===== config.mk =====
export PLATFORM = sky130hd
export DESIGN_NAME = fetch_unit
export DESIGN_NICKNAME = d
export VERILOG_FILES = /design/src/rtl/riscv_pkg.sv /design/src/rtl/pc_next_logic.sv /design/src/rtl/fetch_unit.sv
export SDC_FILE = /design/constraint.sdc
export NUM_CORES = 1
export LEC_CHECK = 0
export CAP_MARGIN = 5
export CORE_MARGIN = 2
export CORE_UTILIZATION = 47
export CTS_BUF_LIST = sky130_fd_sc_hd__clkbuf_2 sky130_fd_sc_hd__clkbuf_4 sky130_fd_sc_hd__clkbuf_8
export DETAILED_ROUTE_END_ITERATION = 16
export PLACE_DENSITY = 0.8
export SLEW_MARGIN = 20
export SYNTH_ARGS = -nofsm -noshare
export SYNTH_HDL_FRONTEND = slang
export SYNTH_HIERARCHICAL = 1
export SYNTH_SLANG_ARGS = --single-unit

===== constraint.sdc =====
create_clock -name clock -period 7.4 [get_ports clock]
set_input_delay 1.11 -clock clock [delete_from_list [all_inputs] [get_ports clock]]
set_output_delay 1.11 -clock clock [all_outputs]
set_load 0.01 [all_outputs]

===== src/rtl/riscv_pkg.sv =====
`default_nettype none
// ============================================================================
// Module   : riscv_pkg
// Purpose  : Shared types and constants for the RISC-V single-cycle core.
//            XLEN           - architectural register / address width
//            INSTR_EBREAK   - EBREAK encoding, used to stop instruction fetch
//            fetch_state_t  - fetch stage state encoding (BOOT, RUN, HALT)
// Revision : 1.0 - initial release
// ============================================================================
package riscv_pkg;

    localparam int          XLEN         = 32;
    localparam logic [31:0] INSTR_EBREAK = 32'h0010_0073;

    typedef enum logic [1:0] {
        BOOT = 2'd0,
        RUN  = 2'd1,
        HALT = 2'd2
    } fetch_state_t;

endpackage : riscv_pkg
`default_nettype wire


===== src/rtl/pc_next_logic.sv =====
`default_nettype none
// ============================================================================
// Module   : pc_next_logic
// Purpose  : Combinational next-PC selection for the fetch stage.
// Ports    : pc             in  current byte PC
//            fetch          in  an instruction is captured this cycle
//            redirect_valid in  branch/jump redirect request (highest priority)
//            redirect_pc    in  redirect target byte address
//            halt_detect    in  the captured instruction halts fetch
//            pc_next        out PC value to load at the next edge
// Revision : 1.0 - initial release
// ============================================================================
module pc_next_logic
    import riscv_pkg::*;
(
    input  logic [XLEN-1:0] pc,
    input  logic            fetch,
    input  logic            redirect_valid,
    input  logic [XLEN-1:0] redirect_pc,
    input  logic            halt_detect,
    output logic [XLEN-1:0] pc_next
);

    localparam logic [XLEN-1:0] c_ALIGN_MASK = {{(XLEN-2){1'b1}}, 2'b00};
    localparam logic [XLEN-1:0] c_PC_STEP    = XLEN'(4);

    always_comb begin
        pc_next = pc;
        if (redirect_valid) begin
            // Misaligned targets are silently word-aligned.
            pc_next = redirect_pc & c_ALIGN_MASK;
        end else if (fetch && !halt_detect) begin
            // A halting instruction keeps pc parked on its own address.
            pc_next = pc + c_PC_STEP;
        end
    end

endmodule : pc_next_logic
`default_nettype wire


===== src/rtl/fetch_unit.sv =====
`default_nettype none
// ============================================================================
// Module   : fetch_unit
// Purpose  : Instruction-fetch stage. Owns the PC, addresses the combinational
//            instruction memory and registers {pc, instr} into the IF/ID
//            holding register with a valid/ready handshake toward decode.
//            Supports redirects and halts on HALT_INSTR (EBREAK).
// Ports    : clock          in  rising-edge clock, shared with imem
//            reset_n        in  asynchronous active-low reset
//            imem_addr      out word index into imem
//            imem_instr     in  combinational imem read data
//            redirect_valid in  one-cycle redirect request
//            redirect_pc    in  redirect byte address
//            id_valid       out IF/ID register holds an instruction
//            id_ready       in  decode accepts the instruction
//            id_pc          out byte address of id_instr
//            id_instr       out fetched instruction
//            halted         out fetch is stopped
//            fault          out sticky out-of-range fetch flag
// Config   : FETCH_BOUND_CHECK_EN - when defined, fetches beyond IMEM_DEPTH
//            words halt the stage and raise fault; otherwise the imem address
//            wraps modulo IMEM_DEPTH and fault is tied low.
// Revision : 1.0 - initial release
// ============================================================================
module fetch_unit
    import riscv_pkg::*;
#(
    parameter logic [XLEN-1:0] RESET_PC   = 32'h0000_0000,
    parameter int              IMEM_DEPTH = 32,
    parameter logic [XLEN-1:0] HALT_INSTR = INSTR_EBREAK
) (
    input  logic            clock,
    input  logic            reset_n,
    output logic [XLEN-1:0] imem_addr,
    input  logic [XLEN-1:0] imem_instr,
    input  logic            redirect_valid,
    input  logic [XLEN-1:0] redirect_pc,
    output logic            id_valid,
    input  logic            id_ready,
    output logic [XLEN-1:0] id_pc,
    output logic [XLEN-1:0] id_instr,
    output logic            halted,
    output logic            fault
);

    fetch_state_t    r_state;
    logic [XLEN-1:0] r_pc;
    logic            r_id_valid;
    logic [XLEN-1:0] r_id_pc;
    logic [XLEN-1:0] r_id_instr;
    logic            r_halted;

    logic [XLEN-1:0] w_word_idx;
    logic            w_fetch;
    logic            w_oob;
    logic            w_capture;
    logic            w_halt_detect;
    logic [XLEN-1:0] w_pc_next;

    assign w_word_idx = {2'b00, r_pc[XLEN-1:2]};

`ifdef FETCH_BOUND_CHECK_EN
    logic r_fault;
    assign w_oob     = (w_word_idx >= XLEN'(IMEM_DEPTH));
    assign imem_addr = w_word_idx;
    assign fault     = r_fault;
`else
    assign w_oob     = 1'b0;
    assign imem_addr = w_word_idx & XLEN'(IMEM_DEPTH - 1);
    assign fault     = 1'b0;
`endif

    // A fetch slot exists when running, not being redirected, and the IF/ID
    // register is empty or being drained this cycle.
    assign w_fetch       = (r_state == RUN) && !redirect_valid && (!r_id_valid || id_ready);
    assign w_capture     = w_fetch && !w_oob;
    assign w_halt_detect = w_capture && (imem_instr == HALT_INSTR);

    pc_next_logic u_pc_next (
        .pc             (r_pc),
        .fetch          (w_capture),
        .redirect_valid (redirect_valid),
        .redirect_pc    (redirect_pc),
        .halt_detect    (w_halt_detect),
        .pc_next        (w_pc_next)
    );

    always_ff @(posedge clock or negedge reset_n) begin
        if (!reset_n) begin
            r_state    <= BOOT;
            r_pc       <= RESET_PC;
            r_id_valid <= 1'b0;
            r_id_pc    <= '0;
            r_id_instr <= '0;
            r_halted   <= 1'b0;
`ifdef FETCH_BOUND_CHECK_EN
            r_fault    <= 1'b0;
`endif
        end else begin
            r_pc <= w_pc_next;
            if (redirect_valid) begin
                // Flush wins over any pending accept.
                r_id_valid <= 1'b0;
                r_state    <= RUN;
                r_halted   <= 1'b0;
            end else if (w_capture) begin
                r_id_valid <= 1'b1;
                r_id_pc    <= r_pc;
                r_id_instr <= imem_instr;
                if (w_halt_detect) begin
                    r_state  <= HALT;
                    r_halted <= 1'b1;
                end
            end else begin
                if (r_id_valid && id_ready) begin
                    r_id_valid <= 1'b0;
                end
                if (w_fetch && w_oob) begin
                    r_state  <= HALT;
                    r_halted <= 1'b1;
`ifdef FETCH_BOUND_CHECK_EN
                    r_fault  <= 1'b1;
`endif
                end else if (r_state == BOOT) begin
                    r_state <= RUN;
                end
            end
        end
    end

    assign id_valid = r_id_valid;
    assign id_pc    = r_id_pc;
    assign id_instr = r_id_instr;
    assign halted   = r_halted;

endmodule : fetch_unit
`default_nettype wire


### Word-level counts from Yosys, hierarchy flattened

Index checks and enable logic that the tools add are counted.

| operators by class | value |
|---|---|
| add/subtract/negate cells | 1 |
| equality and inequality tests | 3 |
| mux-type cells | 12 |
| bitwise logic cells | 1 |
| reductions and logical operators | 18 |

Operators by type and width:

| kind | number |
|---|---|
| 32-bit 2-to-1 mux | 2 |
| 32-bit by 3-bit adder with 32-bit output (second input constant) | 1 |
| 32-bit by 21-bit equality test with 1-bit output (second input constant) | 1 |
| 2-bit 2-to-1 mux | 4 |
| 1-bit 2-to-1 mux | 6 |
| 2-bit AND reduction | 3 |
| 2-bit nonzero test | 3 |
| 3-bit nonzero test | 2 |
| 1-bit logical AND | 5 |
| 1-bit logical NOT | 3 |
| 3-bit != test (second input constant) | 1 |
| 2-bit by 1-bit equality test with 1-bit output (second input constant) | 1 |
| 2-bit logical NOT | 1 |
| 1-bit logical OR | 1 |
| 1-bit NOT | 1 |

| word-level totals | value |
|---|---|
| flip-flop bits (word level) | 100 |
| input bits | 68 |
| output and inout port bits | 99 |

### Depth between registers and ports, before layout

Gate-level depths: netlist of run 1.

| depth | value |
|---|---|
| depth after elaboration | 8 |
| depth in mapped cells | 10 |

### Hierarchy

Netlist of run 1, hierarchy kept.

Modules (own cells, without submodules):

| module | instances | cells each | area an instance (sq um) | sequential area each (sq um) |
|---|---|---|---|---|
| fetch_unit | 1 | 228 | 4006.3 | 2502.4 |
| pc_next_logic | 1 | 175 | 1037.2 | 0.0 |

### Worst setup path after synthesis of run 1

OpenSTA, ideal clock, no wires.

| timing path | value |
|---|---|
| kind | input -> register |
| start | input port id_ready |
| end | register r_pc[26] |
| setup time | 82 ps |
| arrival time | 3299 ps |
| slack | 4019 ps |
| stages on the path | 10 |
| path buffers | 3 |
| cell sequence | nor2b_4 > or3_4 > buf_12 > inv_8 > buf_12 > nand3b_2 > or4_4 > buf_6 > or4_1 > a31oi_1 |

| between the ends | value |
|---|---|
| longest elaborated chain between the ends | 6 |

Ends and longest elaborated chain:

| element | line | RTL |
|---|---|---|
| start, declared | fetch_unit.sv:39 | `input logic id_ready,` |
| 1-bit logical OR * | fetch_unit.sv:75 | `assign w_fetch = (r_state == RUN) && !redirect_valid && (!r_id_valid \|\| id_ready);` |
| 1-bit logical AND * | fetch_unit.sv:75 |  |
| named net w_capture | fetch_unit.sv:56 | `logic w_capture;` |
| 1-bit logical AND | fetch_unit.sv:77 | `assign w_halt_detect = w_capture && (imem_instr == HALT_INSTR);` |
| 1-bit logical NOT | pc_next_logic.sv:32 | `end else if (fetch && !halt_detect) begin` |
| 1-bit logical AND * | pc_next_logic.sv:32 |  |
| 2-bit nonzero test (no source line) * | -- |  |
| end signal, assigned | fetch_unit.sv:100 | `r_pc <= w_pc_next;` |
| end, declared | fetch_unit.sv:47 | `logic [XLEN-1:0] r_pc;` |

The timed path passes the listed nets; every way through them passes the cells marked *.
A chain may end at the register's enable or synchronous reset.

### Worst setup path in the final report of run 1

| timing path | value |
|---|---|
| start | input port redirect_valid |
| end | register r_pc[16] |

| between the ends | value |
|---|---|
| longest elaborated chain between the ends | 7 |
| elaborated cells between the ends (all ways) | 8 |
| those cells by class | 1 x mux; 7 x reduce/logical |

Ends and longest elaborated chain:

| element | line | RTL |
|---|---|---|
| start, declared | fetch_unit.sv:36 | `input logic redirect_valid,` |
| 1-bit logical NOT | fetch_unit.sv:75 |  |
| 1-bit logical AND (2 in series) | fetch_unit.sv:75 |  |
| 1-bit logical AND | fetch_unit.sv:77 |  |
| named net w_halt_detect | fetch_unit.sv:57 | `logic w_halt_detect;` |
| 1-bit logical NOT | pc_next_logic.sv:32 |  |
| 1-bit logical AND | pc_next_logic.sv:32 |  |
| 2-bit nonzero test (no source line) | -- |  |

The timed path passes the listed nets, and every way through them passes these cells.

==> run summary, run 1 <==
The flow ran to the end, and the final reports show no timing, DRC or antenna violations. During I/O placement, the number of pins put on the boundary was around 170. The required time of the worst setup path came out at 7.65 ns. The final critical-path required period came out at ~4.3 ns.

Post-CTS repair changed the size of 0 cells. The number of detailed-routing iterations run before antenna repair came out at 5. The final routed DRC violation total came out at 0. The number of standard cells after synthesis came out at between 400 and 500. Of all cell types, the one taking the most synthesized area is sky130_fd_sc_hd__dfrtp_1. The share of synthesized area in the top cell type comes to about half. The final worst setup slack came out at 3.11 ns. The H-tree depth is 3. The transition time at the pin with the least slew margin came out at between 1 and 1.5 ns. The number of global-route vias before repair is around 3500.

The TritonCTS clock tree is yes. Yosys mapped a number of flops with a built-in enable equal to 0. The number of vias after detailed routing came out at 3545.

The routed design has 11500 microns of wire. Summed over all nets, the half-perimeter wirelength after detailed placement is between 8000 and 9000 microns. The share of flip-flops with an asynchronous set or reset is 100%.

The element type at the critical path end is a flip-flop. The clock edge transition at the registers on the reported setup and hold paths came out at ~0.090 ns. The path class of the tightest hold or removal check is reg -> reg. The growth of design area from synthesis to finish came out at 28.4%. The final weighted congestion of routability-driven global placement came out at 0.813.

The via-per-instance ratio came out at roughly 5.3. The worst-skew pair later-pin latency is approximately 0.36 ns. During synthesis, Yosys emitted a total of 6 warnings. The total placed instance area came out at 0.00625 sq mm.

The largest driver fanout on the critical path is 44. The area of the mapped netlist is 0.00504 sq mm. The signal arrival time at the worst endpoint is ~4.5 ns. Clock tree synthesis selected as its root buffer the cell sky130_fd_sc_hd__clkbuf_8. The most numerous cell in the Yosys netlist is sky130_fd_sc_hd__dfrtp_1. The height of the die came out at 108 microns. The leakage power figure is 2.75 nW. The initial antenna violation count came out at 0.

The count of different cell masters after synthesis is 52. Measured against its own limit, the worst slew margin works out to between 20% and 30%. Setup repair after global routing left no endpoint under its margin. The startpoint of the lowest-slack register-to-register path is r_state[1]. The count of final hold-check violations came out at 0. Summed over all layers, the global routing overflow is 0. The maximum number of pins on one net before global-route repair is 80. The reg-to-reg setup timing slack came out at about 4.2 ns. The fraction of final layout cells with drive strength greater than 1 is roughly 18%. The die outline width came out at between 100 and 150 microns.

Setup violations remaining at the end of the flow were counted as 0. Summing all non-filler instances in the final layout gives an area of approximately 0.0065 sq mm. The number of core rows came out at 37. Averaged over all synthesized cells, the footprint is roughly 13 sq um. In the synthesized netlist, the cells that appear most often are 100 x sky130_fd_sc_hd__dfrtp_1, 55 x sky130_fd_sc_hd__mux2_4, 34 x sky130_fd_sc_hd__buf_4, 29 x sky130_fd_sc_hd__nand2_1. The kind of launch point of the worst setup path is a primary input. Tracing the worst setup path back leads to its startpoint at redirect_valid. The number of design-rule violations left by the first detailed-router iteration came out at between 200 and 250. The total number of clock tree sinks is 100.

In this run, synthesis produced a sequential element count of 100. Clock skew on the completed layout was measured at roughly 0.014 ns. The worst-case clock buffer depth is 2. The total inserted antenna cells is 0. The standard cell core area is 0.0104 sq mm. Yosys attributes the largest share of cell area to sky130_fd_sc_hd__dfrtp_1 50%, sky130_fd_sc_hd__mux2_4 16%, sky130_fd_sc_hd__buf_4 5.1%. The total negative setup slack is 0 ns.

The total routing resource utilization after global routing came out at 20.5%. The final routed wire length divided by cell count came out at roughly 17 microns. The largest voltage drop on the vdd net came out at 0.0917 mV. The initial core utilization came out at between 40% and 50%. The die footprint came out at ~0.012 sq mm.

Dividing total power by cell area gives a power density of approximately 210 mW/mm^2. The category of the critical setup timing path is in -> reg. Prior to clock tree synthesis, the placed netlist has a worst setup slack of between 2 and 3 ns.

The net count of the finished layout is 599. In this run the remaining antenna-violating nets after routing total 0. The number of clock buffers inserted by TritonCTS is 9.

The flip-flop cell with the highest count after synthesis is sky130_fd_sc_hd__dfrtp_1. The worst hold path begins at r_pc[0]. The number of buffers inserted by hold repair at cts came out at 0. The number of max-cap violations came out at 0. The final number of max-transition violations came out at 0. The number of port buffers came out at about 140. The share of synthesized area occupied by flip-flops and latches is 49.6%. Once the clock tree was built, the setup fixing pass inserted 0 buffers. The final clock period utilization by the worst path came out at 58.0%.

The first-pass GRT wire length came out at between 15000 and 20000 microns. Derived from the worst setup path, the maximum achievable clock frequency is around 230 MHz.
## metrics by stage
step,hold WS (ns),utilization (%),cells,total power [W]
2_1_floorplan,0.458,-,430,0.000855
4_1_cts,0.514,62.2,669,0.00138
6_report,0.504,62.5,670,0.00137
5_1_grt,0.530,62.5,670,0.00144
3_3_place_gp,0.487,60.3,654,0.00101
3_5_place_dp,0.490,60.3,654,0.00102
## state kept, by name (all words and copies together), names as in the netlist
| signal | cells |
|---|---|
| id_instr | 32 |
| id_pc | 32 |
| r_pc | 32 |
| id_valid | 1 |
| halted | 1 |
| r_state | 2 |
## area by class of cell
cell class | instances | area, sq um
clock buffers | 10 | 138
clock inverters | 5 | 60.1
fillers | 816 | 3890
inverters | 8 | 37.5
multi-input cells | 272 | 2170
flip-flops and latches | 100 | 2500
well taps | 136 | 170
repair buffers | 139 | 1400
## power by group
part / leakage (nW) / total (W) / internal (W) / switching, W
logic: 1.47 / 0.000348 / 0.000215 / 0.000133
registers: 1.18 / 0.000668 / 0.000613 / 0.0000550
clock network: 0.0992 / 0.000352 / 0.000166 / 0.000186
## critical path, cell delays in order
cell and delay [ns]:
sky130_fd_sc_hd__clkdlybuf4s50_1 0.46, sky130_fd_sc_hd__buf_4 0.37, sky130_fd_sc_hd__or3_4 0.65, sky130_fd_sc_hd__nor3_1 0.22, sky130_fd_sc_hd__nand3b_2 0.38, sky130_fd_sc_hd__nor4_1 0.97, sky130_fd_sc_hd__a311o_1 0.29, sky130_fd_sc_hd__nand3_1 0.07
## path summary, 6_finish.rpt
check                          endpoint  cells past startpoint
min                             r_pc[0]                      1
min reg2reg                     r_pc[0]                      1
max reg2reg                    r_pc[31]                      7
min in group asynchronous  id_instr[10]                      1
max                            r_pc[16]                      8
max in group asynchronous      r_pc[20]                      3
## routing by layer
| layer | up-vias | global-route usage, % | routed length [microns] |
|---|---|---|---|
| li1 | 1658 | - | - |
| met1 | 1746 | 27.6 | 5090 |
| met2 | 123 | 32.9 | 5650 |
| met3 | 18 | 3.69 | 546 |
| met4 | 0 | 8.15 | 236 |
| met5 | - | 0 | 0 |
## cell families after synthesis
kind of cell / share of synthesized area, %
buffers and inverters: 9.43
adders and majority gates: 0.248
muxes: 18.6
DFF: 49.6
AOI/OAI and AO/OA: 6.03
other: 0.0744
and+or+nand+nor: 13.9
xor gates and xnor gates: 2.08
## cell usage in the layout (no fill, tap or decap), types with 6 or more instances in the layout
cell type                         Yosys  final
sky130_fd_sc_hd__nor2_1              16     16
sky130_fd_sc_hd__nand4_1             10     10
sky130_fd_sc_hd__nand2_1             29     29
sky130_fd_sc_hd__clkdlybuf4s50_1      0    135
sky130_fd_sc_hd__clkbuf_8             0     10
sky130_fd_sc_hd__xnor2_1              9      9
sky130_fd_sc_hd__or4_1               11     11
sky130_fd_sc_hd__mux2_4              55     55
sky130_fd_sc_hd__o31ai_1             10     10
sky130_fd_sc_hd__nor4_1              10     10
sky130_fd_sc_hd__dfrtp_1            100    100
sky130_fd_sc_hd__a31oi_1             13     13
sky130_fd_sc_hd__conb_1               1     28
sky130_fd_sc_hd__inv_1                6      6
sky130_fd_sc_hd__nand3_1             11     11
sky130_fd_sc_hd__o21ai_0             16     16
sky130_fd_sc_hd__mux2_2               9      9
Power figures use the tool's default switching activity.
==> run 2, diff against run 1 <==
- clock period: 7.4 -> 4.4 ns (I/O delays scaled with it)
==> run summary, run 2 (synthesized netlist as in run 1, its figures left out) <==
The routed wire length is 11600 microns (+0.96%). The net count reported at finish is 599 (unchanged). The maximum number of pins on one net before global-route repair came out at 68 (-15%). The number of buffers inserted by hold repair at cts is 0 (unchanged). The overall power consumption is 0.00235 W (+72%). The fraction of final layout cells with drive strength greater than 1 came out at 17.9% (+0.15 points). The worst setup slack before clock tree synthesis came out at 0.836 ns (-1.93 ns). The number of design-rule violations left by the first detailed-router iteration came to 195 (-20%). The H-tree depth came to 3 (unchanged). The initial antenna violation count is 0 (unchanged). The number of global-route vias before repair came to 3579 (+2.9%). The count of instances resized after the clock tree is built is 0 (unchanged). The largest voltage drop on the vdd net was 0.158 mV (+72%). The critical path is of the in -> reg type. The remaining antenna violation count came out at 0 (unchanged). The final critical-path required period came out at ~3.3 ns. Among all stages on the critical path, the largest delay is contributed by sky130_fd_sc_hd__or4_4.

The number of vias after detailed routing came out at 3607 (+1.7%). The total inserted antenna cells is 0 (unchanged). The number of core rows came out at 37 (unchanged).

The post-CTS setup-driven buffer insertion count is 0 (unchanged). The final number of max-transition violations came out at 0 (unchanged). The number of max-cap violations is 0 (unchanged). The number of clock buffers inserted by TritonCTS came out at 9 (unchanged). The worst setup path is captured at a flip-flop. The peak per-stage delay on the critical path came to 0.61 ns (-0.36 ns). The via-per-instance ratio came out at 5.38 (+1.6%).

The largest driver fanout on the critical path is 36 (-18%). The transition time at the pin with the least slew margin came out at 0.955 ns (-0.125 ns). The final worst setup slack was 1.14 ns (-1.97 ns). The number of port buffers is 136 (unchanged). TritonCTS built the clock tree. The library cell used most frequently in the layout, excluding fill and tap cells, is sky130_fd_sc_hd__clkdlybuf4s50_1. The die outline width came out at 108 microns (unchanged). The count of final hold-check violations came out at 0 (unchanged). The number of ports placed on the die boundary is 167 (unchanged). The critical path goes through clkdlybuf4s50_1 > nor2b_4 > or3_4 > inv_8 > nand3b_2 > or4_4 > or4_1 > a31oi_1. The required time of the worst setup path is 4.67 ns (-2.98 ns). The total number of clock tree sinks is 100 (unchanged). Setup repair after global routing left no endpoint under its margin. The initial core utilization is 48.6% (unchanged). The worst-skew pair later-pin latency was 0.36 ns (about the same).

The clock edge transition at the registers on the reported setup and hold paths is 0.09 ns (about the same). The fill cell instance count of the final layout is 816 (unchanged). The total of endpoints with negative setup slack in the final report is 0 (unchanged). The top cell types in the final layout, fill and taps aside, are 135 x sky130_fd_sc_hd__clkdlybuf4s50_1, 100 x sky130_fd_sc_hd__dfrtp_1, 55 x sky130_fd_sc_hd__mux2_4, 29 x sky130_fd_sc_hd__nand2_1, 28 x sky130_fd_sc_hd__conb_1. The number of detailed-routing iterations run before antenna repair came out at 4 (-1). Grouping stages by cell kind, the critical path spends the most delay in simple AND/OR/NAND/NOR gates. The area occupied by multi-input gates came out at 0.00217 sq mm (unchanged). The overflow left after global routing came out at 0 (unchanged). The storage element area was 0.00250 sq mm (unchanged).

The signal arrival time at the worst endpoint is 3.53 ns (-1.01 ns). The tree is rooted in a sky130_fd_sc_hd__clkbuf_8. The total routing resource utilization after global routing came out at 20.6% (+0.12 points).

The flow ran to the end, and the final reports show no timing, DRC or antenna violations. The cell area power density is 363 mW/mm^2 (+72%). The leakage power figure came out at 2.76 nW (+0.34%).

The count of buffer and inverter cells on the critical path is 2 (unchanged). The height of the die is 108 microns (unchanged). The worst register-to-register path begins at id_valid. The die footprint is 0.0116 sq mm (unchanged). The HPWL reported at the end of detailed placement came to 8280 microns (+0.75%). The worst-case clock buffer depth came out at 2 (unchanged). The final clock period utilization by the worst path came out at 74.1%. The final routed DRC violation total came out at 0 (unchanged). For this run, the top clock speed supported by timing is between 300 and 400 MHz. The most critical setup path has its startpoint at id_ready.

The growth of design area from synthesis to finish came out at 28.5% (about the same). The total negative setup slack is 0 ns (unchanged). The final routed wire length divided by cell count is 17.3 microns (+0.81%).

The relative slew slack is 35.8% (+8.4 points). The kind of launch point of the worst setup path is a primary input. The final weighted congestion of routability-driven global placement is 0.805 (-1.0%). The standard cell core area is 0.0104 sq mm (unchanged).

In this run the worst hold path is classified as in -> async. The worst clock skew on the final layout came out at 0.00879 ns (-0.00565 ns). The first-pass GRT wire length came to 18500 microns (+0.91%).
[run 2: cell types whose count changed in the layout (fill, tap and decap cells not counted), sizes merged]
cell | before | now
clkinv | 1 | 3
clkbuf | 10 | 11
inv | 10 | 8
clkinvlp | 1 | 0
bufinv | 1 | 2
[run 2: power breakdown]
group	leakage [nW]	internal (W)	total [W]	switching, W
Sequential	1.18	0.00103	0.00113	0.0000947
Combinational	1.46	0.000359	0.000580	0.000221
Clock	0.116	0.000340	0.000648	0.000308
Total	2.76	0.00173	0.00235	0.000624
[run 2: per-layer routing]
metal	up-vias	wire length (microns)	share of wire [%]	track usage [%]
li1	1658	-	-	-
met1	1797	4950	43	27.4
met2	129	5770	50	33.7
met3	23	604	5.2	2.97
met4	0	311	2.7	8.88
met5	-	0	0	0
[run 2: path summary, 6_finish.rpt]
check / end / slack (ns) / cells after the start
max in group asynchronous: r_pc[14] / 3.04 / 2
worst max-delay path: r_pc[26] / 1.14 / 8
min in group clock: r_pc[0] / 0.51 / 1
worst min-delay path: id_instr[13] / 0.40 / 1
worst min register to register: r_pc[0] / 0.51 / 1
worst max register to register: r_pc[26] / 1.49 / 7
[run 2: final cells by class]
type / instances / area share, %
Multi-Input combinational cell: 272 / 33.4
Clock inverter: 5 / 1.16
Timing Repair Buffer: 139 / 21.3
Clock buffer: 11 / 2.24
Tap cell: 136 / 2.63
Inverter: 8 / 0.579
Sequential cell: 100 / 38.6
[run 2: per-stage QoR]
step | cells | utilization [%] | area (sq um) | hold slack, ns
global placement | 655 | 60.4 | 6260 | 0.486
detailed placement | 655 | 60.4 | 6260 | 0.489
floorplan | 430 | - | 5140 | 0.364
global route | 671 | 62.5 | 6480 | 0.458
CTS | 671 | 62.5 | 6480 | 0.425
finish | 671 | 62.5 | 6480 | 0.399
